`src/rtl/mem_arbiter.sv`:
```
// Byte-serial RAM/IO port arbiter between instruction fetch and the load/store buffer.
// Accesses are split into 1-4 byte transfers; loads are reassembled and extended.
module mem_arbiter #(
    parameter logic [1:0] IO_HI = 2'b11
) (
    input  logic        clk,
    input  logic        rst,
    input  logic        rdy,
    input  logic        rollback,
    input  logic        if_req,
    input  logic [31:0] if_addr,
    output logic        if_grant,
    output logic        if_done,
    output logic [31:0] if_data,
    input  logic        ls_req,
    input  logic        ls_we,
    input  logic [1:0]  ls_size,
    input  logic        ls_signed,
    input  logic [31:0] ls_addr,
    input  logic [31:0] ls_wdata,
    output logic        ls_grant,
    output logic        ls_done,
    output logic [31:0] ls_rdata,
    input  logic [7:0]  mem_din,
    output logic [7:0]  mem_dout,
    output logic [31:0] mem_a,
    output logic        mem_wr,
    input  logic        io_buffer_full
);

    typedef enum logic [1:0] {
        IDLE,
        READ,
        WRITE,
        DONE
    } state_t;

    localparam logic OWN_IF = 1'b0;
    localparam logic OWN_LS = 1'b1;

    state_t      state_q;
    state_t      state_d;
    logic        owner_q;
    logic        last_owner_q;
    logic        sgn_q;
    logic        cap_vld_q;
    logic        prev_rdy_q;
    logic [31:0] addr_q;
    logic [31:0] wdata_q;
    logic [31:0] buf_q;
    logic [1:0]  size_q;
    logic [1:0]  cap_idx_q;
    logic [2:0]  nbytes_q;
    logic [2:0]  cnt_q;

    logic        if_ok;
    logic        ls_ok;
    logic        pick_ls;
    logic        accept;
    logic        reissue;
    logic        rd_issue;
    logic        capture;
    logic        last_cap;
    logic        io_stall;
    logic        wr_fire;
    logic        last_wr;
    logic [2:0]  ls_nbytes;
    logic [2:0]  nbytes_m1;

    // Arbitration: a flush blocks new reads, but a store is already committed.
    always_comb begin
        if_ok   = if_req & ~rollback;
        ls_ok   = ls_req & (ls_we | ~rollback);
        pick_ls = ls_ok & (~if_ok | (last_owner_q == OWN_IF));
        accept  = rst & rdy & (state_q == IDLE) & (if_ok | ls_ok);
        unique case (ls_size)
            2'd0:    ls_nbytes = 3'd1;
            2'd1:    ls_nbytes = 3'd2;
            default: ls_nbytes = 3'd4;
        endcase
    end

    // After a stall the read pipe lost the pending byte, so re-address it.
    always_comb begin
        nbytes_m1 = nbytes_q - 3'd1;
        reissue   = rdy & ~prev_rdy_q & cap_vld_q & (state_q == READ);
        rd_issue  = (state_q == READ) & (cnt_q < nbytes_q);
        capture   = rdy & (state_q == READ) & cap_vld_q & ~reissue;
        last_cap  = capture & ({1'b0, cap_idx_q} == nbytes_m1);
        io_stall  = (addr_q[17:16] == IO_HI) & io_buffer_full;
        wr_fire   = rdy & (state_q == WRITE) & ~io_stall;
        last_wr   = wr_fire & (cnt_q == nbytes_m1);
    end

    always_comb begin
        state_d = state_q;
        if (rdy) begin
            unique case (state_q)
                IDLE: begin
                    if (accept)
                        state_d = (pick_ls & ls_we) ? WRITE : READ;
                end
                READ: begin
                    if (rollback)
                        state_d = IDLE;
                    else if (last_cap)
                        state_d = DONE;
                end
                WRITE: begin
                    if (last_wr)
                        state_d = DONE;
                end
                DONE:    state_d = IDLE;
                default: state_d = IDLE;
            endcase
        end
    end

    always_comb begin
        if_grant = accept & ~pick_ls;
        ls_grant = accept & pick_ls;
        if_done  = (state_q == DONE) & (owner_q == OWN_IF);
        ls_done  = (state_q == DONE) & (owner_q == OWN_LS);
        if_data  = buf_q;
        mem_wr   = wr_fire;
        mem_a    = 32'd0;
        mem_dout = 8'd0;
        if (state_q == WRITE) begin
            mem_a    = addr_q + {29'd0, cnt_q};
            mem_dout = wdata_q[{cnt_q[1:0], 3'b000} +: 8];
        end else if (reissue) begin
            mem_a = addr_q + {30'd0, cap_idx_q};
        end else if (rd_issue) begin
            mem_a = addr_q + {29'd0, cnt_q};
        end
    end

    always_comb begin
        unique case (size_q)
            2'd0:    ls_rdata = {{24{sgn_q & buf_q[7]}}, buf_q[7:0]};
            2'd1:    ls_rdata = {{16{sgn_q & buf_q[15]}}, buf_q[15:0]};
            default: ls_rdata = buf_q;
        endcase
    end

    always_ff @(posedge clk) begin
        if (!rst) begin
            state_q      <= IDLE;
            owner_q      <= OWN_IF;
            last_owner_q <= OWN_IF;
            sgn_q        <= 1'b0;
            cap_vld_q    <= 1'b0;
            prev_rdy_q   <= 1'b1;
            addr_q       <= 32'd0;
            wdata_q      <= 32'd0;
            buf_q        <= 32'd0;
            size_q       <= 2'd0;
            cap_idx_q    <= 2'd0;
            nbytes_q     <= 3'd0;
            cnt_q        <= 3'd0;
        end else begin
            prev_rdy_q <= rdy;
            state_q    <= state_d;
            if (accept) begin
                owner_q   <= pick_ls;
                addr_q    <= pick_ls ? ls_addr : if_addr;
                size_q    <= pick_ls ? ls_size : 2'd2;
                sgn_q     <= pick_ls & ls_signed;
                wdata_q   <= ls_wdata;
                nbytes_q  <= pick_ls ? ls_nbytes : 3'd4;
                cnt_q     <= 3'd0;
                cap_vld_q <= 1'b0;
                cap_idx_q <= 2'd0;
                buf_q     <= 32'd0;
            end
            // Each read cycle captures the byte addressed the cycle before.
            if (rdy && (state_q == READ) && !reissue) begin
                if (capture)
                    buf_q[{cap_idx_q, 3'b000} +: 8] <= mem_din;
                cap_vld_q <= rd_issue;
                cap_idx_q <= cnt_q[1:0];
                if (rd_issue)
                    cnt_q <= cnt_q + 3'd1;
            end
            if (wr_fire)
                cnt_q <= cnt_q + 3'd1;
            if (rdy && (state_q == DONE))
                last_owner_q <= owner_q;
        end
    end

endmodule

```
`config.mk`:
```
export PLATFORM = sky130hd
export DESIGN_NAME = mem_arbiter
export DESIGN_NICKNAME = d
export VERILOG_FILES = /design/src/rtl/mem_arbiter.sv
export SDC_FILE = /design/constraint.sdc
export NUM_CORES = 1
export LEC_CHECK = 0
export BUFFER_PORTS_ARGS = -buffer_cell sky130_fd_sc_hd__buf_2
export CAP_MARGIN = 30
export CORE_UTILIZATION = 47
export CTS_BUF_LIST = sky130_fd_sc_hd__clkbuf_4
export CTS_CLUSTER_DIAMETER = 40
export CTS_CLUSTER_SIZE = 8
export DETAILED_ROUTE_END_ITERATION = 6
export PLACE_DENSITY = 0.83
export SLEW_MARGIN = 10
export SYNTH_ARGS = -nofsm -noshare
export SYNTH_HDL_FRONTEND = slang
export SYNTH_SLANG_ARGS = --single-unit
export TNS_END_PERCENT = 1
```
`constraint.sdc`:
```
create_clock -name clk -period 3.1 [get_ports clk]
set_clock_uncertainty 0.2 [all_clocks]
set_input_delay 0.62 -clock clk [delete_from_list [all_inputs] [get_ports clk]]
set_output_delay 0.62 -clock clk [all_outputs]
set_load 0.005 [all_outputs]
```
==> results of run 1 <==
## state kept, by name (all words and copies together), names as in the netlist
| signal | count |
|---|---|
| addr_q | 32 |
| cap_idx_q | 2 |
| cap_vld_q | 1 |
| cnt_q | 3 |
| if_data | 32 |
| last_owner_q | 1 |
| nbytes_q | 3 |
| owner_q | 1 |
| prev_rdy_q | 1 |
| sgn_q | 1 |
| size_q | 2 |
| state_q | 2 |
| wdata_q | 32 |
## synthesized netlist by cell type, drive strengths merged, types with 2 or more instances
cell type  count  area, µm²
clkbuf        36        135
o221ai         4       35.0
inv           14       52.6
or4            2       15.0
nand2        183        689
buf           31        176
and4           8       70.1
and3           7       43.8
a22oi         34        255
or2            3       18.8
and2          11       68.8
nor2         111        417
mux4           8        180
nand4         12       75.1
o41ai          2       17.5
nand2b        10       62.6
a31oi          8       50.1
a22o           4       35.0
xor2           5       43.8
fa             2       40.0
o31ai          9       67.6
o311a          2       20.0
mux2i          3       30.0
a311oi        33        289
nor2b          5       31.3
o22ai          8       56.3
ha            15        188
nor3          11       60.1
a211oi         4       35.0
xnor2          3       26.3
a21o          17        128
o21ai         40        200
dfxtp        113       2260
nor4           3       40.0
a21oi         68        348
nand3         17       85.1
o211ai         4       43.8
## report_power, final
part | switching, mW | internal [mW]
registers | 0.0611 | 1.50
clock network | 0.602 | 0.575
logic | 0.233 | 0.175
total | 0.897 | 2.25
## stage by stage
step	instances	power, mW	setup slack, ns
4_1_cts	1276	3.14	-0.261
5_1_grt	1278	3.27	-0.418
2_1_floorplan	863	1.79	0.0676
6_report	1278	3.15	-0.285
3_3_place_gp	1235	1.96	0.137
3_5_place_dp	1235	1.97	0.0220
## final timing paths
check | startpoint | to | cells after the start
hold reg to reg | wdata_q[16]$_SDFFE_PN0P_ | wdata_q[16]$_SDFFE_PN0P_ | 2
setup / recovery | addr_q[0]$_SDFFE_PN0P_ | mem_a[6] | 10
setup reg to reg | state_q[0]$_SDFFE_PN0P_ | size_q[1]$_SDFFE_PN0P_ | 5
hold / removal | ls_wdata[19] | wdata_q[19]$_SDFFE_PN0P_ | 3
## placed cells by master (no fill, tap or decap), types with 5 or more instances in the layout
| cell type | instances |
|---|---|
| a21oi_1 | 62 |
| and3_1 | 7 |
| nor2_2 | 5 |
| o22ai_1 | 5 |
| buf_4 | 39 |
| buf_12 | 5 |
| o31ai_1 | 7 |
| xor2_1 | 5 |
| mux4_2 | 8 |
| a21o_1 | 17 |
| clkbuf_4 | 19 |
| nand2b_1 | 7 |
| o21ai_1 | 9 |
| ha_1 | 10 |
| nor3_1 | 8 |
| o21ai_2 | 5 |
| a311oi_1 | 32 |
| and4_1 | 8 |
| o21ai_0 | 26 |
| dfxtp_1 | 97 |
| nand2_1 | 179 |
| buf_2 | 222 |
| and2_1 | 11 |
| inv_1 | 10 |
| nand3_1 | 16 |
| dfxtp_2 | 13 |
| buf_6 | 8 |
| a22oi_1 | 33 |
| a31oi_1 | 8 |
| nand4_1 | 12 |
| nor2_1 | 102 |
## area by class of cell
type                    instances  area (µm²)  share of cell area [%]
well taps                     176         220                    2.55
inverters                      14        52.6                   0.607
clock buffers                  19         143                    1.65
repair buffers                274        1590                    18.4
flip-flops and latches        113        2290                    26.5
diodes                          1        2.50                  0.0289
multi-input cells             669        4190                    48.4
clock inverters                12         160                    1.85
## metal layers
metal / GRT usage (%) / vias up / routed length [µm]
met1: 37.4 / 3445 / 8470
li1: - / 3549 / -
met2: 45.7 / 452 / 9800
met4: 14.5 / 0 / 695
met3: 6.61 / 69 / 2100
met5: 0 / - / 0
## cell families (layout without fill, tap and decap cells)
| group | Yosys count | in the layout | share of synthesized area, % |
|---|---|---|---|
| AOI/OAI and AO/OA | 244 | 244 | 25.4 |
| xor gates and xnor gates | 8 | 8 | 1.08 |
| adders and majority gates | 17 | 17 | 3.50 |
| buffers and inverters | 81 | 319 | 5.59 |
| DFF | 113 | 113 | 34.8 |
| muxes | 11 | 11 | 3.23 |
| other | 0 | 1 | 0 |
| and+or+nand+nor | 389 | 389 | 26.5 |
## what timing repair did
action | CTS | global route
setup buffers | 10 | 1
pin swaps | 26 | 14
resized for setup | 83 | 23
endpoints found under the setup margin | 32 | 33
## worst max-delay path, cell delays in order, from the launching register on
cell and delay (ns):
dfxtp_4 0.39, ha_4 0.14, inv_2 0.04, fa_2 0.41
nor2b_4 0.16, nand2b_4 0.12, o22ai_4 0.23, buf_6 0.14
nor2_2 0.03, a31oi_1 0.22, buf_2 0.17
==> qor.txt, run 1 <==
pwr/cell area - 364 nW/µm²
IO Pins - 224
Root Buffer - clkbuf_4
Yosys cell types - 63
pin count of the biggest net entering global routing - 61
worst vdd ir - 0.000242 V
Synth Register Bits - 113
endpoints failing hold - 0
vias in the first global route - 6921
Post-synth EDFFs - 0
Nets - 1221
Die X - 120 µm
Critical Path RT - 2.28 ns
CP max FO - 7
Finished Cell Area - 8650 µm²
Setup Viol. Count Final - 30
Synth Net Count - 995
CTS tree - yes
leakage - 3.85 nW
critical path arrival - 2.56 ns
Setup Crit Path Kind - reg2out
setup slack after layout - -0.285 ns
port buffer count - 223
Clock Pin Slew Worst Setup and Hold Paths - 0.11 ns
first-pass GRT wire length - 33200 µm
Avg Inst Size Synth - 7.54 µm²
CP Capture Type - primary output
HP Class - in2reg
max-slew violation count - 0
failing checks - setup timing
status - finished, violations left
Async SR Flop Fraction - 0%
Num CTS Buffers - 17
hold slack - 0.0924 ns
Startpoint Class - flip-flop
Mapped Cells - 863
post-layout util - 64.6%
Period Utilization, post-route - 109%
Die Y - 120 µm
final-layout fill cell count - 1140
clock tree buffer depth - 2
area growth from synthesis to layout - 32.9%
Max Cap Viol - 0
die area - 14300 µm²
Slew headroom - 49.7%
Row Count - 42
routed wire length per instance - 16.5 µm
total routed wirelength - 21100 µm
layout cells sized above 1 - 35.7%
DR vias - 7515
Slew @ Worst Pin - 0.749 ns
GPL Wtd Cong - 0.933
Starting Density - 48.6%
Ys Warns - 0
first drt pass iteration count - 6
ys flop type - dfxtp_1
Synth Cell Area - 6510 µm²
H-tree Lvls - 4
RSZ-0062 raised after global routing - true
Worst-Skew Late Latency - 0.55 ns
Max Fclk - 0.295 GHz
r2r setup slk - 0.82 ns
antenna violations before repair - 1
Hold-fix buffers, CTS - 0
DRC violations left - 0
post-route antenna net violation count - 0
total global routing overflow - 0
HPWL after detailed placement - 14700 µm
minimum clock period - 3.38 ns
GRT Total Usage - 29.1%
setup_tns - -5.96 ns
Core ar. - 13400 µm²
clock sink count - 113
register area share after synthesis - 34.8%
Post-Place Cell Area - 7900 µm²
initial DRC count - 836
Vias per Instance - 5.88
Note: power is estimated with default switching activity, not from simulation.
==> run 2, diff against run 1 <==
HOLD_SLACK_MARGIN = 0.08   (was default)
SETUP_SLACK_MARGIN = 0.05   (was default)
==> run 2 against run 1 <==
The flow still finishes with violations (setup timing). Global-route usage rose by 0.67 points. Final area increased by 1.4%. Largest power group unchanged. Worst hold slack better by 0.0096 ns. Total power up 0.56%. Sequential power barely moved. Die area unchanged.
==> qor.txt, run 2 (synthesis gave the netlist of run 1 again) <==
vias in the first global route - 7072
Clock Pin Slew Worst Setup and Hold Paths - 0.12 ns
Root Buffer - clkbuf_4
failing checks - setup timing
GPL Wtd Cong - 0.933
total routed wirelength - 21600 µm
RSZ-0062 raised after global routing - true
setup slack after layout - -0.293 ns
Max Fclk - 0.295 GHz
port buffer count - 223
Nets - 1233
worst vdd ir - 0.000268 V
Startpoint Class - flip-flop
post-route antenna net violation count - 0
Setup Crit Path Kind - reg2out
Critical Path RT - 2.28 ns
minimum clock period - 3.39 ns
first drt pass iteration count - 5
antenna violations before repair - 1
CP Capture Type - primary output
r2r setup slk - 0.83 ns
critical path arrival - 2.57 ns
Reg-to-Reg Start - state_q[0]$_SDFFE_PN0P_
hold slack - 0.102 ns
post-layout util - 65.5%
Setup Viol. Count Final - 31
leakage - 3.90 nW
first-pass GRT wire length - 34000 µm
Slew @ Worst Pin - 0.767 ns
Num CTS Buffers - 17
Hold Path Origin - ls_wdata[14]
hold endpoint - wdata_q[14]$_SDFFE_PN0P_
status - finished, violations left
DRC violations left - 0
Slew headroom - 48.5%
endpoints failing hold - 0
clock tree buffer depth - 2
Core ar. - 13400 µm²
Starting Density - 48.6%
reg2reg end - size_q[1]$_SDFFE_PN0P_
GRT Total Usage - 29.7%
layout cells sized above 1 - 35.3%
CP max FO - 9
H-tree Lvls - 4
routed wire length per instance - 16.7 µm
pwr/cell area - 361 nW/µm²
initial DRC count - 863
R2R depth - 5
commonest non-fill, non-tap cell in the layout - buf_2
clock sink count - 113
die area - 14300 µm²
IO Pins - 224
HPWL after detailed placement - 14700 µm
max-slew violation count - 0
Period Utilization, post-route - 109%
HP Class - in2reg
power after layout - 3.16 mW
hold depth - 3
total global routing overflow - 0
Max Cap Viol - 0
pin count of the biggest net entering global routing - 61
Worst-Skew Late Latency - 0.55 ns
Finished Layout Cells - 1290
Vias per Instance - 5.86
most frequent cells in the layout - buf_2, nand2_1, nor2_1
area growth from synthesis to layout - 34.8%
dpl cells - 1235
CTS tree - yes
Row Count - 42
setup_tns - -6.17 ns
DR vias - 7557
Die Y - 120 µm
Die X - 120 µm
[run 2: cell types whose count changed in the layout (fill, tap and decap cells not counted)]
cell and delta:
dlygate4sd3_1 +12
[run 2: how the worst max path moves through the flow]
| stage | start | to | slack, ns |
|---|---|---|---|
| after floorplan | cnt_q[0]$_SDFF_PN0_ | mem_a[21] | 0.07 |
| after global placement | nbytes_q[1]$_SDFFE_PN0P_ | mem_a[21] | 0.14 |
| after detailed placement | addr_q[0]$_SDFFE_PN0P_ | mem_a[18] | 0.02 |
| after CTS | nbytes_q[1]$_SDFFE_PN0P_ | mem_a[21] | -0.26 |
| after global routing | cnt_q[1]$_SDFF_PN0_ | mem_a[29] | -0.42 |
| final | addr_q[9]$_SDFFE_PN0P_ | mem_a[30] | -0.29 |
[run 2: timing repair]
item	CTS	global route
pin swaps	26	14
cloned	0	0
endpoints found under the setup margin	33	32
hold buffers	12	0
hold endpoints to repair	12	0
buffers inserted	10	1
gates resized for setup	84	22
[run 2: cell type report]
cell class / instances / area (µm²)
Tap cell: 176 / 220
Clock inverter: 12 / 160
Sequential cell: 113 / 2290
Inverter: 14 / 52.6
Clock buffer: 19 / 143
Timing Repair Buffer: 286 / 1710
Fill cell: 1108 / 4630
Multi-Input combinational cell: 669 / 4190
Antenna cell: 1 / 2.50
[run 2: through the flow]
stage	setup WS, ns	cell area (µm²)
final	-0.293	8770
after CTS	-0.261	8680
after floorplan	0.0676	6510
after global placement	0.137	7900
after detailed placement	0.0220	7900
after global routing	-0.418	8770
[run 2: report_power, final]
group          switching (mW)  internal (mW)
clock                   0.605          0.575
sequential             0.0616           1.50
combinational           0.238          0.185
[run 2: layer usage]
metal	track usage, %	wire [µm]
met5	0	0
met2	47.8	10300
met1	37.7	8730
met3	6.46	1920
met4	14.5	672
[run 2: critical path: stages, from the launching register on]
cell and delay (ns):
dfxtp_1 0.45, nand4_1 0.29, or2_4 0.39, nor3_1 0.23, nand4_1 0.17, a21oi_1 0.15
o221a_2 0.22, buf_2 0.11
